==> config.mk <==
export PLATFORM = sky130hd
export DESIGN_NAME = sr_latch_driver_flat
export DESIGN_NICKNAME = d
export VERILOG_FILES = /design/src/rtl/sr_latch_driver_if.sv /design/src/rtl/sr_latch_driver.sv /design/src/flat_wrapper.sv
export SDC_FILE = /design/constraint.sdc
export NUM_CORES = 1
export LEC_CHECK = 0
export CORE_AREA = 10 10 67 69
export DETAILED_ROUTE_END_ITERATION = 8
export DIE_AREA = 0 0 77 79
export GPL_TIMING_DRIVEN = 0
export PLACE_DENSITY = 0.75
export SLEW_MARGIN = 0
export SYNTH_ARGS = -nofsm -noshare
export SYNTH_HDL_FRONTEND = slang
export SYNTH_SLANG_ARGS = --single-unit
==> constraint.sdc <==
create_clock -name clk -period 2.9 [get_ports clk]
set_clock_uncertainty 0.05 [all_clocks]
set_input_delay 0.29 -clock clk [delete_from_list [all_inputs] [get_ports clk]]
set_output_delay 0.29 -clock clk [all_outputs]
set_load 0.05 [all_outputs]
==> src/rtl/sr_latch_driver_if.sv <==
// Request/drive bundle between the command source and the SR latch front-end.
interface sr_latch_driver_if;
  logic set_req;
  logic rst_req;
  logic S;
  logic R;
  logic En;
  logic busy;
  logic state_q;
  logic conflict;
  logic overrun;

  modport slave (
    input  set_req, rst_req,
    output S, R, En, busy, state_q, conflict, overrun
  );

  modport master (
    output set_req, rst_req,
    input  S, R, En, busy, state_q, conflict, overrun
  );
endinterface

==> src/rtl/sr_latch_driver.sv <==
// Debounces raw set/reset requests and issues timed, mutually exclusive S/R pulses with En.
// Raw edge to pulse start is DB_CYCLES+3 cycles; no backpressure, repeat commands while pending raise overrun.
module sr_latch_driver #(
  parameter int DB_CYCLES    = 4,
  parameter int PULSE_CYCLES = 2,
  parameter int GAP_CYCLES   = 1
) (
  input logic             clk,
  input logic             rst,
  sr_latch_driver_if.slave bus
);

  // Zero is not a legal debounce or pulse length; it degrades to one cycle.
  localparam logic [7:0] DB_N    = (DB_CYCLES == 0)    ? 8'd1 : 8'(DB_CYCLES);
  localparam logic [7:0] PULSE_N = (PULSE_CYCLES == 0) ? 8'd1 : 8'(PULSE_CYCLES);
  localparam logic [7:0] GAP_N   = 8'(GAP_CYCLES);

  typedef enum logic [1:0] {IDLE, DRIVE, GAP} state_t;

  // Bit 0 is the set channel, bit 1 the reset channel.
  logic [1:0] sync1;
  logic [1:0] sync2;
  logic [1:0] db;
  logic [1:0] db_d;
  logic [7:0] db_cnt [2];
  logic [1:0] rise;

  always_ff @(posedge clk) begin
    if (rst) begin
      sync1  <= '0;
      sync2  <= '0;
      db     <= '0;
      db_d   <= '0;
      db_cnt <= '{default: '0};
    end else begin
      sync1 <= {bus.rst_req, bus.set_req};
      sync2 <= sync1;
      db_d  <= db;
      for (int i = 0; i < 2; i++) begin
        if (sync2[i] != db[i]) begin
          if (db_cnt[i] == DB_N - 8'd1) begin
            db[i]     <= sync2[i];
            db_cnt[i] <= '0;
          end else begin
            db_cnt[i] <= db_cnt[i] + 8'd1;
          end
        end else begin
          db_cnt[i] <= '0;
        end
      end
    end
  end

  assign rise = db & ~db_d;

  state_t     state, state_n;
  logic [7:0] cnt, cnt_n;
  logic [1:0] pend, pend_n, consume;
  logic       s_q, r_q, en_q, busy_q, q_q, conflict_q, ovr_q;
  logic       s_n, r_n, en_n, busy_n, q_n, conflict_n, ovr_n;

  always_ff @(posedge clk) begin
    if (rst) begin
      state      <= IDLE;
      cnt        <= '0;
      pend       <= '0;
      s_q        <= 1'b0;
      r_q        <= 1'b0;
      en_q       <= 1'b0;
      busy_q     <= 1'b0;
      q_q        <= 1'b0;
      conflict_q <= 1'b0;
      ovr_q      <= 1'b0;
    end else begin
      state      <= state_n;
      cnt        <= cnt_n;
      pend       <= pend_n;
      s_q        <= s_n;
      r_q        <= r_n;
      en_q       <= en_n;
      busy_q     <= busy_n;
      q_q        <= q_n;
      conflict_q <= conflict_n;
      ovr_q      <= ovr_n;
    end
  end

  always_comb begin
    state_n    = state;
    cnt_n      = cnt;
    s_n        = s_q;
    r_n        = r_q;
    en_n       = en_q;
    q_n        = q_q;
    conflict_n = 1'b0;
    ovr_n      = ovr_q;
    consume    = 2'b00;
    case (state)
      IDLE: begin
        s_n  = 1'b0;
        r_n  = 1'b0;
        en_n = 1'b0;
        // Reset has priority; a simultaneous set is discarded and flagged.
        if (pend[1]) begin
          state_n = DRIVE;
          cnt_n   = PULSE_N - 8'd1;
          r_n     = 1'b1;
          en_n    = 1'b1;
          q_n     = 1'b0;
          consume = pend;
          if (pend[0]) begin
            conflict_n = 1'b1;
            ovr_n      = 1'b1;
          end
        end else if (pend[0]) begin
          state_n = DRIVE;
          cnt_n   = PULSE_N - 8'd1;
          s_n     = 1'b1;
          en_n    = 1'b1;
          q_n     = 1'b1;
          consume = 2'b01;
        end
      end
      DRIVE: begin
        if (cnt == 8'd0) begin
          s_n  = 1'b0;
          r_n  = 1'b0;
          en_n = 1'b0;
          if (GAP_N == 8'd0) begin
            state_n = IDLE;
          end else begin
            state_n = GAP;
            cnt_n   = GAP_N - 8'd1;
          end
        end else begin
          cnt_n = cnt - 8'd1;
        end
      end
      GAP: begin
        if (cnt == 8'd0) state_n = IDLE;
        else             cnt_n   = cnt - 8'd1;
      end
      default: begin
        state_n = IDLE;
        s_n     = 1'b0;
        r_n     = 1'b0;
        en_n    = 1'b0;
      end
    endcase
    busy_n = (state_n != IDLE);
    // A flag being consumed this cycle can accept a fresh event without loss.
    pend_n = (pend & ~consume) | rise;
    if (|(rise & pend & ~consume)) ovr_n = 1'b1;
  end

  assign bus.S        = s_q;
  assign bus.R        = r_q;
  assign bus.En       = en_q;
  assign bus.busy     = busy_q;
  assign bus.state_q  = q_q;
  assign bus.conflict = conflict_q;
  assign bus.overrun  = ovr_q;

endmodule

==> src/flat_wrapper.sv <==
// flat-port wrapper written by rule: the top's interface ports become plain ports
module sr_latch_driver_flat 
#(
  parameter int DB_CYCLES    = 4,
  parameter int PULSE_CYCLES = 2,
  parameter int GAP_CYCLES   = 1
)
  (clk, rst, bus_set_req, bus_rst_req, bus_S, bus_R, bus_En, bus_busy, bus_state_q, bus_conflict, bus_overrun);
  sr_latch_driver_if bus_i ();
  input logic clk;
  input logic rst;
  input wire logic [$bits(bus_i.set_req)-1:0] bus_set_req;
  input wire logic [$bits(bus_i.rst_req)-1:0] bus_rst_req;
  output wire logic [$bits(bus_i.S)-1:0] bus_S;
  output wire logic [$bits(bus_i.R)-1:0] bus_R;
  output wire logic [$bits(bus_i.En)-1:0] bus_En;
  output wire logic [$bits(bus_i.busy)-1:0] bus_busy;
  output wire logic [$bits(bus_i.state_q)-1:0] bus_state_q;
  output wire logic [$bits(bus_i.conflict)-1:0] bus_conflict;
  output wire logic [$bits(bus_i.overrun)-1:0] bus_overrun;
  assign bus_i.set_req = bus_set_req;
  assign bus_i.rst_req = bus_rst_req;
  assign bus_S = bus_i.S;
  assign bus_R = bus_i.R;
  assign bus_En = bus_i.En;
  assign bus_busy = bus_i.busy;
  assign bus_state_q = bus_i.state_q;
  assign bus_conflict = bus_i.conflict;
  assign bus_overrun = bus_i.overrun;
  sr_latch_driver #(.DB_CYCLES(DB_CYCLES), .PULSE_CYCLES(PULSE_CYCLES), .GAP_CYCLES(GAP_CYCLES)) u_core (.clk(clk), .rst(rst), .bus(bus_i));
endmodule
Word-level counts from Yosys, hierarchy flattened
Cells that the tools add are included.
{"block": "op_classes", "eq_ne": 9, "reduce_logical": 18, "n_bitwise": 12, "mux": 26, "addsub": 3}
{"operator": "8-bit two-way mux", "count": 4}
{"operator": "8-bit one-hot mux with 3 select lines", "count": 1}
{"operator": "8-bit by 1-bit adder with 8-bit output, second input constant", "count": 2}
{"operator": "8-bit by 2-bit == test with 1-bit output, second input constant", "count": 2}
{"operator": "2-bit two-way mux", "count": 6}
{"operator": "1-bit two-way mux", "count": 11}
{"operator": "2-bit nonzero test", "count": 5}
{"operator": "1-bit one-hot mux with 3 select lines", "count": 3}
{"operator": "3-bit OR reduction", "count": 3}
{"operator": "2-bit bitwise AND", "count": 4}
{"operator": "8-bit logical NOT", "count": 1}
{"operator": "2-bit AND reduction", "count": 4}
{"operator": "8-bit by 1-bit subtractor with 8-bit output, second input constant", "count": 1}
{"operator": "2-bit one-hot mux with 3 select lines", "count": 1}
{"operator": "3-bit AND reduction", "count": 2}
{"operator": "1-bit inverter", "count": 5}
{"operator": "2-bit inverter", "count": 2}
{"operator": "3-bit by 1-bit != test with 1-bit output, second input constant", "count": 1}
{"operator": "3-bit nonzero test", "count": 1}
{"operator": "2-bit by 1-bit == test with 1-bit output, second input constant", "count": 1}
{"operator": "2-bit == test, second input constant", "count": 1}
{"operator": "2-bit logical NOT", "count": 1}
{"operator": "1-bit != test", "count": 2}
{"operator": "2-bit by 1-bit != test with 1-bit output, second input constant", "count": 1}
{"operator": "3 further kinds", "count": 3}
{"block": "totals", "register_bits": 43, "input_bits": 4, "output_inout_bits": 7}

Longest topological paths before layout
Gate-level depths: netlist of run 1.
{"block": "logic_depth", "word_depth": 8, "ltp_mapped": 7, "mapped_depth_nobuf": 6}

Least setup slack after synthesis of run 1
OpenSTA, ideal clock, no wires.
{"block": "synth_timing", "path_type": "reg2reg", "startpoint": "reg u_core.state[0]", "endpoint": "reg u_core.cnt[6]", "slack_ns": 0.972, "t_arrival_ns": 1.798, "setup_ns": 0.080, "period_less_slack_ns": 1.928, "path_buffers": 0, "stages_incl_launch_ff": 6, "cell_sequence": "dfxtp_1 > ha_1 > or3b_1 > a211o_1 > or3_1 > a211oi_2"}
{"block": "synth_via", "elab_chain_cells": 3, "word_cells_on_any_way": 8, "classes_between": "eq/ne (4); mux (1); reduce/logical (3)"}
{"element": "from (decl)", "line_no": "sr_latch_driver.sv:56", "text": "state_t state, state_n;"}
{"element": "from (signal assigned)", "line_no": "sr_latch_driver.sv:75", "text": "state <= state_n;"}
{"element": "2-bit == test (tied with other cells)", "line_no": "sr_latch_driver.sv:98", "text": "case (state)"}
{"element": "2-bit != test (no line) (tied with other cells)"}
{"element": "3-bit AND reduction (no line)"}
{"element": "to (signal assigned)", "line_no": "sr_latch_driver.sv:76", "text": "cnt <= cnt_n;"}
{"element": "to (decl)", "line_no": "sr_latch_driver.sv:57", "text": "logic [7:0] cnt, cnt_n;"}
Parallel ways exist; a longest one is shown, timed or not.
A chain may end at the register's enable or synchronous reset.

Final worst setup path of run 1
Ends and elaborated chain as after synthesis.

==> reports/qor.yml, run 1 <==
status:
  status: "complete, no violations"
final_layout:
  diodes: 0
  fin_area_sq_mm: 0.00208
  drive_gt1_frac: 0.0888
  seq_area_sq_um: 861
  layout_common_cells: "43 x dfxtp_1, 32 x nor2_1, 12 x xnor2_1"
  multi_input_area_sq_um: 968
  area_delta_synth_final_pct: 11.2
  fin_nets: 225
  layout_commonest_cell: "dfxtp_1"
  finalCoreUtilization: 0.644
  n_fill_cell: 291
worst_setup_path:
  crit_chain: "ha_1, or3b_1, a211o_1, or3_1, a211oi_2"
  cp.required_ns: 3.15
  cpLargestDelayFamily: "simple AND/OR/NAND/NOR gates"
  start_kind: "flop"
  crit_fanout: 8
  arrival_ns: 2.32
  critPathKind: "reg -> reg"
  cp_slowest_stage_delay_ns: 0.43
  path_buf_inv: 0
  end_kind: "flop"
  cp_slowest_cell: "or3b_1"
run:
  maxCapViolCount: 0
die:
  die_w_um: 77
  die_area_sq_mm: 0.00608
  start_util: 0.580
  die_h_um: 79
  core_area_sq_mm: 0.00323
  rows: 21
  io_pins: 11
clock_tree:
  cts_buffers: 5
  cts-resized-gates: 0
  post_cts_buffers: 0
  path_clk_slew_ns: 0.14
  cts_tree: "built"
  cts.sinks: 43
  clockBufferDepth: 2
  htree_levels: 2
  clkLatencyLatePin_ns: 0.36
  postCtsHoldBufs: 0
  root_buffer: "clkbuf_4"
logic_synthesis:
  syn_inst: 197
  ys.flop_type: "dfxtp_1"
  yosysSeqAreaShare: 0.460
  synth_area_sq_mm: 0.00187
  synth_cell_types: 40
  ys_warn_count: 0
  synth_edf_count: 0
  avgSynthCellArea_sq_um: 9.51
  syn_nets: 209
  ys_seq_elements: 43
  synthArstFlopShare: 0
pwr:
  ir_worst_vdd_mv: 0.268
  power-per-cell-area_mw_per_mm2: 441
  leakage_nw: 0.713
routing:
  drc_errors: 0
  drt_iter0_drc: 54
  viasPerCell: 5.51
  first_pass_iters: 4
  detail-route-antenna-nets: 0
  wl_per_cell_um: 12.9
  wl_um: 3350
  vias: 1433
placed_design:
  placed_area_sq_mm: 0.00202
  dp_hpwl_um: 2540
  gp_congestion: 0.848
  portBuffers: 9
global_route:
  grt_max_degree: 16
  grt_pass1_wl_um: 5780
  antenna_found_initial: 0
  grt_pass1_vias: 1383
  grt_usage: 0.116
  grt.overflow.total: 0
timing:
  worst_pin_slew_ns: 0.605
  relSlewSlack: 0.597
  slew_violations: 0
  rsz0062_at_grt: "false"
  fin_crit_ns: 2.07
  hold_viol_final: 0
  timing.fmax_ghz: 0.484
  setup_viol_count_final: 0
  period_share: 0.712
  whs_ns: 0.294
  setup_tns_ns: 0
min_path:
  min_path_type: "in -> reg"
## worst paths after layout
| path | to | slack (ns) | from | cells after the start |
|---|---|---|---|---|
| max reg2reg | u_core.cnt[6] | 0.83 | u_core.state[0] | 5 |
| min | u_core.db_d[1] | 0.29 | rst | 2 |
| max | u_core.cnt[6] | 0.83 | u_core.state[0] | 5 |
| min reg2reg | u_core.sync2[1] | 0.40 | u_core.sync1[1] | 1 |
## report_power, final
part           leakage, nW  switching (mW)  internal (mW)
Sequential           0.347         0.00160          0.594
Clock               0.0278           0.209         0.0972
Combinational        0.338          0.0102        0.00627
Total                0.713           0.221          0.698
## logic make-up after synthesis
family,after synthesis,synth area share
AOI/OAI and AO/OA,30,0.130
xor gates and xnor gates,16,0.0748
DFF,43,0.460
muxes,5,0.0267
adders and majority gates,8,0.0534
buffers and inverters,11,0.0234
and+or+nand+nor,84,0.232
## state kept, by name, indices dropped and copies added (netlist names)
name and count:
u_core.db_cnt 16, u_core.cnt 8, u_core.db 2, u_core.db_d 2, u_core.pend 2, u_core.state 2, u_core.sync1 2, u_core.sync2 2
u_core.bus.En 1, u_core.bus.R 1, u_core.bus.S 1, u_core.bus.busy 1, u_core.bus.conflict 1, u_core.bus.overrun 1, u_core.bus.state_q 1
## layout make-up
class | count | share of cell area
Buffer | 5 | 0.0102
Clock buffer | 5 | 0.0180
Clock inverter | 3 | 0.0114
Inverter | 6 | 0.0108
Multi-Input combinational cell | 143 | 0.465
Sequential cell | 43 | 0.413
Tap cell | 46 | 0.0276
Timing Repair Buffer | 9 | 0.0433
## cell usage after synthesis (4+ instances only)
| library cell | count | area (sq um) |
|---|---|---|
| xnor2_1 | 12 | 105 |
| nor2_1 | 32 | 120 |
| mux2i_1 | 5 | 50.1 |
| xor2_1 | 4 | 35.0 |
| a21oi_1 | 9 | 45.0 |
| or3_1 | 4 | 25.0 |
| nor3_1 | 6 | 30.0 |
| a211oi_1 | 4 | 30.0 |
| nor2b_1 | 6 | 37.5 |
| nand2b_1 | 4 | 25.0 |
| nand3_1 | 6 | 30.0 |
| nand2_1 | 10 | 37.5 |
| ha_1 | 8 | 100 |
| inv_1 | 6 | 22.5 |
| dfxtp_1 | 43 | 861 |
## stage by stage
stage	power [mW]	setup WS, ns	cells
after floorplan	0.619	0.972	197
after global placement	0.625	0.880	252
after detailed placement	0.626	0.836	252
after CTS	0.929	0.823	260
after global routing	0.958	0.619	260
final	0.918	0.835	260
## worst register-to-register path: stages, from the launching register on
cell and delay (ns):
dfxtp_1 0.36, ha_1 0.32, or3b_1 0.43, a211o_1 0.31
or3_1 0.33, a211oi_2 0.21
## metal layers
| layer | share of wire | up-vias | GRT usage | wire, um |
|---|---|---|---|---|
| met2 | 0.49 | 21 | 0.203 | 1650 |
| met1 | 0.44 | 683 | 0.117 | 1460 |
| met3 | 0.043 | 9 | 0.0484 | 143 |
| li1 | - | 720 | - | - |
| met5 | 0 | - | 0 | 0 |
| met4 | 0.026 | 0 | 0.0639 | 86 |
(Power assumes the default switching activity.)
==> inputs of run 2 (changes only) <==
--- a/config.mk
+++ b/config.mk
@@ -5,11 +5,11 @@
 export SDC_FILE = /design/constraint.sdc
 export NUM_CORES = 1
 export LEC_CHECK = 0
-export CORE_AREA = 10 10 67 69
+export CORE_AREA = 10 10 72 74
 export DETAILED_ROUTE_END_ITERATION = 8
-export DIE_AREA = 0 0 77 79
+export DIE_AREA = 0 0 82 84
 export GPL_TIMING_DRIVEN = 0
-export PLACE_DENSITY = 0.75
+export PLACE_DENSITY = 0.67
 export SLEW_MARGIN = 0
 export SYNTH_ARGS = -nofsm -noshare
 export SYNTH_HDL_FRONTEND = slang
==> constraint.sdc (replaced) <==
create_clock -name clk -period 1.8 [get_ports clk]
set_clock_uncertainty 0.05 [all_clocks]
set_input_delay 0.18 -clock clk [delete_from_list [all_inputs] [get_ports clk]]
set_output_delay 0.18 -clock clk [all_outputs]
set_load 0.05 [all_outputs]
==> run 2 against run 1 <==
  * Non-clock buffer count increased by 22
  * The run now ends with negative setup slack left
  * Critical endpoint unchanged
  * Combinational power grew 72%
  * Flip-flop and latch count unchanged
  * Final area up 23%
  * Clock power up 140%
  * Via count rose by 9.2%
  * Count of clock-buffer cells in the layout unchanged
  * Largest cell class unchanged
  * First-iteration DRC count up 110%
  * Utilization up 2.0 points
  * Largest power group unchanged
==> reports/qor.yml, run 2 (synthesis gave the netlist of run 1 again) <==
status:
  status: "finished with violations"
  violations: "negative setup slack"
final_layout:
  layout_commonest_cell: "dfxtp_1"
  top_regs: "u_core.db_cnt x16, u_core.cnt x8"
  multi_input_area_sq_mm: 0.00118
  regMostFlops: "u_core.db_cnt"
  seq_area_sq_um: 871
  diodes: 0
  n_fill_cell: 278
  drive_gt1_frac: 0.288
  largest_reg_flops: 16
  layout_common_cells: "39 x dfxtp_1, 31 x nor2_1, 19 x buf_4"
  finalNonFillerCells: 286
  fin_nets: 247
  area_delta_synth_final_pct: 36.7
placed_design:
  portBuffers: 9
  gp_congestion: 0.773
  dp_hpwl_um: 2580
  dp_slack_ns: -0.267
  dp.cells: 256
die:
  die_w_um: 82
  start_util: 0.486
  die_area_sq_mm: 0.00689
  die_h_um: 84
  core_area_sq_mm: 0.00386
  io_pins: 11
  rows: 23
global_route:
  grt_pass1_wl_um: 6910
  grt_max_degree: 15
  grt_usage: 0.125
  grt.overflow.total: 0
  grt_pass1_vias: 1519
  antenna_found_initial: 0
routing:
  vias: 1565
  detail-route-antenna-nets: 0
  drc_errors: 0
  first_pass_iters: 7
  viasPerCell: 5.47
  drt_iter0_drc: 111
  wl_um: 4520
  wl_per_cell_um: 15.8
timing:
  rsz0062_at_grt: "true"
  fin_crit_ns: 1.93
  setup_tns_ns: -0.134
  whs_ns: 0.298
  period_share: 1.07
  setup_viol_count_final: 1
  hold_viol_final: 0
  slew_violations: 0
  worst_pin_slew_ns: 0.596
  postLayoutSetupSlackWorst_ns: -0.134
  relSlewSlack: 0.603
  timing.fmax_ghz: 0.517
worst_setup_path:
  endpoint: "u_core.cnt[6]"
  crit_start: "u_core.state[1]"
  cp.required_ns: 1.97
  rrSetupSlack_ns: -0.13
  end_kind: "flop"
  start_kind: "flop"
  crit_fanout: 4
  r2r-end: "u_core.cnt[6]"
  rr_worst_depth: 5
  arrival_ns: 2.10
  regToRegStartpoint: "u_core.state[1]"
  critPathKind: "reg -> reg"
min_path:
  hold_depth: 2
  min_path_type: "in -> reg"
  min_from: "rst"
clock_tree:
  cts.sinks: 43
  path_clk_slew_ns: 0.08
  root_buffer: "clkbuf_8"
  clkLatencyLatePin_ns: 0.30
  htree_levels: 2
  cts_buffers: 5
  cts_tree: "built"
  clockBufferDepth: 2
pwr:
  ir_worst_vdd_mv: 0.576
  pwr-share-comb: 0.016
  p_clk_frac: 0.432
  sequentialPowerShare: 0.552
  swShare: 0.205
  power.switching_mw: 0.355
  finalPower_mw: 1.73
  leakage_nw: 0.906
  power-per-cell-area_mw_per_mm2: 676
  intPower_mw: 1.38
run:
  maxCapViolCount: 0
[run 2: changes by cell type in the layout (fill, tap and decap cells not counted), moves of 5 or more]
| cell | before | now |
|---|---|---|
| buf_4 | 0 | 19 |
| clkbuf_8 | 0 | 5 |
| clkbuf_4 | 5 | 0 |
| buf_6 | 0 | 5 |
| ha_1 | 8 | 3 |
[run 2: worst max-delay path, cell delays in order (launching register included)]
cell and delay, ns:
dfxtp_4 0.39, ha_4 0.17, or3b_4 0.37, a211o_1 0.31
or3_4 0.34, a211oi_2 0.22
[run 2: worst min-delay path by stage]
| stage | to | slack (ns) |
|---|---|---|
| 3_5_place_dp | u_core.sync2[1] | 0.37 |
| 6_report | u_core.db_d[1] | 0.30 |
| 4_1_cts | u_core.sync1[1] | 0.27 |
| 3_3_place_gp | u_core.sync2[0] | 0.37 |
| 2_1_floorplan | u_core.sync1[0] | 0.26 |
| 5_1_grt | u_core.db_d[1] | 0.32 |
[run 2: per-layer routing]
metal,up-vias,routed length [um],GRT usage
li1,759,-,-
met2,29,2270,0.202
met1,764,1960,0.139
met4,0,103,0.0542
met5,-,0,0
met3,13,184,0.0485
[run 2: metrics by stage]
stage / instance area, sq um / utilization
after floorplan: 1890 / -
after global placement: 2040 / 0.530
after CTS: 2300 / 0.597
after detailed placement: 2040 / 0.530
final: 2560 / 0.664
after global routing: 2560 / 0.664
[run 2: final cells by class]
cell class                      instances  area share
Buffer                                  4     0.00880
Clock buffer                            5      0.0269
Clock inverter                          3      0.0171
Inverter                                6      0.0117
Multi-Input combinational cell        143       0.462
Sequential cell                        43       0.340
Tap cell                               50      0.0244
Timing Repair Buffer                   32       0.109
[run 2: power by group through the flow]
stage | Clock, mW | Combinational (mW) | Sequential (mW)
2_1_floorplan | 0 | 0.0169 | 0.980
3_3_place_gp | 0 | 0.0266 | 0.981
3_5_place_dp | 0 | 0.0275 | 0.981
4_1_cts | 0.766 | 0.0277 | 0.955
5_1_grt | 0.800 | 0.0314 | 0.956
6_report | 0.747 | 0.0284 | 0.955
[run 2: what timing repair did]
item / CTS / global route
setup endpoints to repair: 11 / 10
setup buffers: 9 / 14
pin swaps: 13 / 20
hold buffers: 0 / 0
hold endpoints to repair: 0 / 0
resized for setup: 25 / 27
